**src/rtl/tb_host_sequencer_cycle_timer.sv**
```systemverilog
// Load/decrement down-counter shared by the HOLD, RUN and SETTLE waits.
// zero is asserted when the count has reached terminal count.
module cycle_timer (
    input  logic        clk,
    input  logic        rst_n,
    input  logic        load,
    input  logic        dec,
    input  logic [31:0] load_value,
    output logic        zero
);
    logic [31:0] count;

    always_ff @(posedge clk or negedge rst_n) begin
        if (!rst_n) begin
            count <= '0;
        end else if (load) begin
            count <= load_value;
        end else if (dec && (count != '0)) begin
            count <= count - 32'd1;
        end
    end

    assign zero = (count == '0);
endmodule

```
**config.mk**
```make
export PLATFORM = sky130hd
export DESIGN_NAME = cycle_timer
export DESIGN_NICKNAME = d
export VERILOG_FILES = /design/src/rtl/tb_host_sequencer_cycle_timer.sv
export SDC_FILE = /design/constraint.sdc
export NUM_CORES = 1
export LEC_CHECK = 0
export CORE_MARGIN = 2
export CORE_UTILIZATION = 50
export DETAILED_ROUTE_END_ITERATION = 10
export PLACE_DENSITY = 0.76
export SKIP_LAST_GASP = 1
export SLEW_MARGIN = 10
export SYNTH_ARGS = -nofsm -noshare
export SYNTH_HDL_FRONTEND = slang
export SYNTH_SLANG_ARGS = --single-unit
```
**constraint.sdc**
```tcl
create_clock -name clk -period 4.7 [get_ports clk]
set_input_delay 0.94 -clock clk [delete_from_list [all_inputs] [get_ports clk]]
set_output_delay 0.94 -clock clk [all_outputs]
set_load 0.02 [all_outputs]
```
=== Word level (Yosys, flattened, before mapping) ===
Index checks and enable logic that the tools add are counted.

* Register bits: 32
* Input port bits: 36
* Output and inout bits: 1
* Word-level logic and storage cells: 8

* Add/sub/neg operators: 1
* Mux-type cells: 2
* Reduce and logical (&&, ||, !) cells: 4

{| class="wikitable"
|+ Operators with widths
! operator !! number
|-
| 32-bit two-way mux || 2
|-
| 32-bit zero test || 1
|-
| 32-bit nonzero test || 1
|-
| 32-bit by 1-bit subtractor with 32-bit output (second input constant) || 1
|-
| 2-bit nonzero test || 1
|-
| 1-bit logical AND || 1
|}

=== Logic depth before layout (Yosys ltp) ===
Gate-level depths: netlist of run 1.

* Word-level depth: 4
* Gate-level depth with buffers: 10
* Mapped depth without buffers: 7

=== Worst setup path after synthesis of run 1 ===
OpenSTA, ideal clock, no wires.

* Kind: flip-flop to output port
* From: register count[0]
* To: output port zero
* Data arrival time: 1.872 ns
* Required time: 3.760 ns
* Path slack: 1.888 ns
* Cell stages (with the launch flop): 8
* Cell sequence: dfrtp_1 inv_1 ha_1 nor4b_2 and3_1 clkbuf_1 and3_1 clkbuf_1

* Cells in the longest elaborated chain, start to end: 1

{| class="wikitable"
|+ Ends and longest elaborated chain
! what !! line !! RTL
|-
| start, declared || 11 || <nowiki>logic [31:0] count;</nowiki>
|-
| start signal, assigned || 17 || <nowiki>count <= load_value;</nowiki>
|-
| start signal, assigned || 19 || <nowiki>count <= count - 32'd1;</nowiki>
|-
| 32-bit zero test || 23 || <nowiki>assign zero = (count == '0);</nowiki>
|-
| end, declared || 9 || <nowiki>output logic zero</nowiki>
|}

No other way between the ends.

=== Final worst setup path of run 1 ===
* From: register count[24]
* To: output port zero

The elaborated chain is that of the path after synthesis.

==> results of run 1 <==
[power by group]
group	internal, W	switching (W)
Clock	0.0000952	0.0000905
Combinational	0.0000628	0.0000584
Sequential	0.000302	0.0000326
Total	0.000460	0.000182
[cell usage in the layout (no fill, tap or decap), types with 3 or more instances in the layout]
cell and count:
or4_1 6, dfrtp_1 32, or4b_1 4, a31oi_1 12, nor3_1 15, o41ai_1 7
clkbuf_8 5, xnor2_1 8, inv_1 5, nand2_1 22, o21ai_0 17, o31ai_1 3
nor4_1 3, nand3_1 7, or3_1 7, nor2_1 23, a21oi_1 3, clkdlybuf4s50_1 36
nand4_1 7
[cell usage after synthesis, types with 2 or more instances]
| master | instances | share of area (%) |
|---|---|---|
| xnor2_1 | 8 | 3.4 |
| or4_1 | 6 | 2.2 |
| nand4_1 | 7 | 2.1 |
| nor2_1 | 23 | 4.2 |
| clkbuf_1 | 9 | 1.6 |
| a31oi_1 | 12 | 3.6 |
| nor4_2 | 2 | 1.2 |
| nor4_1 | 3 | 0.91 |
| o31ai_1 | 3 | 1.1 |
| a21oi_1 | 3 | 0.73 |
| dfrtp_1 | 32 | 39 |
| xor2_1 | 2 | 0.85 |
| and4b_1 | 2 | 0.97 |
| nand2_1 | 22 | 4.0 |
| or3_1 | 7 | 2.1 |
| o41ai_1 | 7 | 3.0 |
| a311o_1 | 2 | 0.97 |
| or4b_1 | 4 | 1.9 |
| and3_1 | 2 | 0.61 |
| inv_1 | 5 | 0.91 |
| nand3_1 | 7 | 1.7 |
| o21ai_0 | 17 | 4.1 |
| a2111oi_0 | 2 | 0.85 |
| buf_6 | 2 | 1.1 |
| nor3_1 | 15 | 3.6 |
| nand2b_1 | 2 | 0.61 |
| nor4b_1 | 2 | 0.85 |
[per-layer routing]
layer | vias up | global-route usage (%)
met2 | 49 | 41.4
met1 | 937 | 30.8
met3 | 8 | 5.76
met4 | 0 | 8.25
met5 | - | 0
li1 | 969 | -
[kinds of logic after synthesis]
kind of cell             after synthesis  synth area share, %
flip-flops                            32                 38.7
AND/OR/NAND/NOR                      111                 30.3
multiplexers                           1                0.484
adder cells (fa/ha/maj)                1                0.605
XOR/XNOR                              10                 4.24
buffers and inverters                 19                 4.78
AO/OA/AOI/OAI                         60                 20.8
[final cells by class]
| class | count | area, um2 | share of cell area [%] |
|---|---|---|---|
| sequential | 32 | 801 | 32.1 |
| multi-input combinational | 183 | 1170 | 46.7 |
| inverter | 6 | 22.5 | 0.902 |
| tap | 50 | 62.6 | 2.51 |
| timing repair buffer | 38 | 375 | 15.0 |
| clock buffer | 5 | 68.8 | 2.76 |
[path summary, 6_finish.rpt]
kind | start | to | slack (ns) | cells after the start
max in group asynchronous | rst_n | count[21] | 3.34 | 2
worst min register to register | count[27] | count[27] | 0.54 | 1
worst min-delay path | count[27] | count[27] | 0.54 | 1
min in group asynchronous | rst_n | count[11] | 1.06 | 2
worst max-delay path | count[24] | zero | 0.95 | 4
worst max register to register | count[24] | count[27] | 2.13 | 5
[per-stage QoR]
step / hold WS [ns] / setup slack, ns / cells
after floorplan: 0.475 / 1.89 / 234
after global placement: 0.510 / 1.35 / 309
after detailed placement: 0.523 / 1.27 / 309
after CTS: 0.545 / 0.958 / 314
after global routing: 0.561 / 0.790 / 314
final: 0.538 / 0.953 / 314
==> run metrics, run 1 <==
Worst Hold Class reg2reg; setup total negative slack 0 ns; setup bufs post-CTS 0; CP bufs+invs 1; Worst setup EP type primary output; Post-synth EDFFs 0; worst-path cell chain or4_1 > nor2b_1 > and3_1 > clkdlybuf4s50_1; final hold violations 0; final worst path period need 3.75 ns; Max Clk Rate 0.267 GHz; antenna violations before repair 0; Clk Latency, worst-skew pair 0.28 ns; main flop type after synthesis dfrtp_1; DRT Pass-1 Iters 4; CTS tree built; highest metal used met4; largest reg by FF count count; Area Growth Syn to Fin 20.8%; Post-Syn Area between 2000 and 2500 um2; final instance area between 2000 and 2500 um2; layout cells sized above 1 6.06%; DRC errors left 0; Met3 Wirelength 288 um; syn_nets 271; Synth cell types 53; M1 WL ~2.3 mm; CP required 3.76 ns; Root Driver clkbuf_8; nets 303; DIE WIDTH 68.3 um; cts-stage hold buffer count 0; Regs by FF count count x32; Filler Cells Inserted 374; CP max stage delay 0.69 ns; clock-pin slew on the worst setup and hold paths 0.06 ns; pins over their slew limit 0; Max IR drop VDD 0.114 mV; HPWL Detailed around 3.6 mm; largest net degree at the start of global routing 48; routed len/inst 16.3 um; Clock Path Buffers 2; Final setup viols 0; first-pass GRT wire length 8.51 mm; die area 4660 um2; critical path fanouts, max 8; Cells after Synth between 200 and 250; CP startpoint kind flip-flop; Rel. slew slack 51.6%; status finished, final reports clean; DIE HEIGHT between 60 and 70 um; Leak 0.887 nW; skew final 0.00549 ns; register area share after synthesis 38.7%; CORE AREA 4000 um2; Synth Register Bits 32; Tcrit/Tclk final 79.7%; gr ovfl total 0; Crit Path Class reg2out; WL met2 2.45 mm; critical-path cell with the highest stage delay or4_1; Synth Warn # 0; crit-path leading delay family simple AND/OR/NAND/NOR gates; total power roughly 0.00064 W; Max Cap Viol 0; clock sink count 32; Top Ports 37; max FFs per register 32; Pwr per Cell Area 257 nW/um2; Gates resized, CTS repair 0; vias in the first global route 1,822; TritonCTS Buffers 5; row cnt 23; WP data arrival approximately 2.8 ns; Starting Density around half; Iter 0 DRT Violations 107; via count just under 2,000; Antenna diodes 0; gpl congestion 0.862; Post-DP Area 2430 um2; Core Util, Final 62.4%; # port buffers 36; total track usage between 20% and 30%; post-DR vias/cell 6.25; RSZ-0062 raised after global routing no; ANT nets after route 0; share of flip-flops with an asynchronous set or reset 100%; syn_area_per_cell 8.83 um2; H-Tree Level Count 2; Post-Route WL 5.11 mm; actual slew at the worst max-slew pin a little over 0.7 ns
(Power assumes the default switching activity.)
==> inputs of run 2 (changes only) <==
==> constraint.sdc (replaced) <==
create_clock -name clk -period 3.9 [get_ports clk]
set_input_delay 0.78 -clock clk [delete_from_list [all_inputs] [get_ports clk]]
set_output_delay 0.78 -clock clk [all_outputs]
set_load 0.02 [all_outputs]
==> run 2 against run 1 <==
Effect of this change: critical path depth is the same; critical path type unchanged; highest routed layer unchanged; sequential cell count is the same; total power grew 24%.
==> run metrics, run 2 (synthesized netlist as in run 1, its figures left out) <==
CP startpoint count[24]; Iter 0 DRT Violations 125 (+17%); Fin Hold WS 0.538 ns (-0.000430 ns); worst min-delay path startpoint count[27]; H-Tree Level Count 2 (unchanged); Max IR drop VDD 0.176 mV (+54%); Core Util, Final 62.8% (+0.41 points); DIE HEIGHT 68.3 um (unchanged); Clock Path Buffers 2 (unchanged); Gates resized, CTS repair 0 (unchanged); worst-path cell chain or4_1 > nor2b_1 > and3_1 > clkdlybuf4s50_1; Area Growth Syn to Fin 21.6%; Clk pwr share 30.7% (+1.7 points); nets 304 (+0.33%); Worst Hold Class reg2reg; Filler Cells Inserted 346 (-7.5%); HPWL Detailed 3.52 mm (-2.2%); Setup WS pre-CTS 0.782 ns (-0.489 ns); Root Driver clkbuf_8; most frequent cells in the layout clkdlybuf4s50_1 (36), dfrtp_1 (32), nor2_1 (23), nand2_1 (22), o21ai_0 (17); largest net degree at the start of global routing 47 (-2.1%); antenna violations before repair 0 (unchanged); Starting Density 51.7% (unchanged); setup total negative slack 0 ns (unchanged); CORE AREA 4000 um2 (unchanged); CP max stage delay 0.69 ns (about the same); Crit Path Class reg2out; post-DR vias/cell 6.21 (-0.64%); DRC errors left 0 (unchanged); status finished, final reports clean; NetSw 0.000233 W (+28%); CP required 3.12 ns (-0.64 ns); critical path fanouts, max 8 (unchanged); Pwr per Cell Area 316 nW/um2 (+23%); skew final 0.00501 ns (-0.000477 ns); Final setup viols 0 (unchanged); first-pass GRT wire length 8.40 mm (-1.3%); DRT Pass-1 Iters 4 (unchanged); gr ovfl total 0 (unchanged); final hold violations 0 (unchanged); Post-Route WL 5.18 mm (+1.4%); Clk Latency, worst-skew pair 0.29 ns (about the same); via count 1,969 (+0.31%); # port buffers 36 (unchanged); TritonCTS Buffers 5 (unchanged); Int Pwr 0.000560 W (+22%); Max Clk Rate slightly below 0.3 GHz; row cnt 23 (unchanged); final worst path period need 3.44 ns; die area 4660 um2 (unchanged); Rel. slew slack 50.7% (-1.0 points); max FFs per register 32 (unchanged); critical-path cell with the highest stage delay or4_1; Leak 0.898 nW (+1.2%); clock-pin slew on the worst setup and hold paths 0.06 ns (about the same); actual slew at the worst max-slew pin 0.736 ns (+0.0149 ns); ANT nets after route 0 (unchanged); Reg power frac 50.8% (-1.3 points); Finished Layout Cells 317 (+0.96%); commonest non-fill, non-tap cell in the layout clkdlybuf4s50_1; clock sink count 32 (unchanged); cts-stage hold buffer count 0 (unchanged); RSZ-0062 raised after global routing no; setup bufs post-CTS 0 (unchanged); WP data arrival 2.66 ns (-0.15 ns); CP startpoint kind flip-flop; Top Ports 37 (unchanged); Antenna diodes 0 (unchanged); gpl congestion 0.903 (+4.8%); layout cells sized above 1 6.74% (+0.68 points); pins over their slew limit 0 (unchanged); CTS tree built; Gate power share 18.5% (-0.4 points); Post-Place Cells 310 (+0.32%); sw frac 29.4% (+1.0 points); total track usage 24.6% (about the same); routed len/inst 16.3 um (+0.39%); vias in the first global route 1,740 (-4.5%); Worst setup EP type primary output; DIE WIDTH 68.3 um (unchanged); final setup margin 0.459 ns (-0.494 ns); Tcrit/Tclk final 88.2%; Regs by FF count count x32; worst flop-to-flop path startpoint count[24]; largest reg by FF count count; Max Cap Viol 0 (unchanged)
==> run 2: per-stage QoR <==
stage / instance area [um2] / power [W]
final: 2510 / 0.000793
after global routing: 2510 / 0.000836
after global placement: 2440 / 0.000550
after detailed placement: 2440 / 0.000553
after CTS: 2510 / 0.000798
after floorplan: 2070 / 0.000486
==> run 2: power by group through the flow <==
stage          sequential [W]  combinational (W)  clock, W
6_report             0.000403           0.000147  0.000243
5_1_grt              0.000408           0.000165  0.000264
4_1_cts              0.000401           0.000148  0.000249
3_5_place_dp         0.000406           0.000146         0
3_3_place_gp         0.000405           0.000145         0
2_1_floorplan        0.000397          0.0000884         0
==> run 2: worst paths after layout <==
check                            end  slack [ns]  cells after the start
setup / recovery                zero        0.46                      4
hold / removal             count[27]        0.54                      1
setup reg to reg           count[27]        1.30                      5
hold reg to reg            count[27]        0.54                      1
max in group asynchronous  count[17]        2.71                      2
min in group asynchronous   count[6]        0.90                      2
==> run 2: metal layers <==
layer	global-route usage, %	up-vias	share of wire (%)
met2	40.0	61	48
met3	4.61	11	6.1
li1	-	972	-
met4	9.00	0	1.7
met5	0	-	0
met1	32.4	925	45
==> run 2: area by class of cell <==
cell class / instances / area (um2) / area share (%)
clock buffer: 6 / 72.6 / 2.89
clock inverter: 1 / 5.00 / 0.199
inverter: 6 / 22.5 / 0.896
multi-input combinational: 183 / 1170 / 46.4
sequential: 32 / 801 / 31.9
tap: 50 / 62.6 / 2.49
timing repair buffer: 39 / 383 / 15.2
==> run 2: worst max-delay path, delay by kind of cell (launching register included) <==
family | cells | cell delay, ns
simple gates | 3 | 1.32
buf+inv | 1 | 0.62
flops | 1 | 0.43
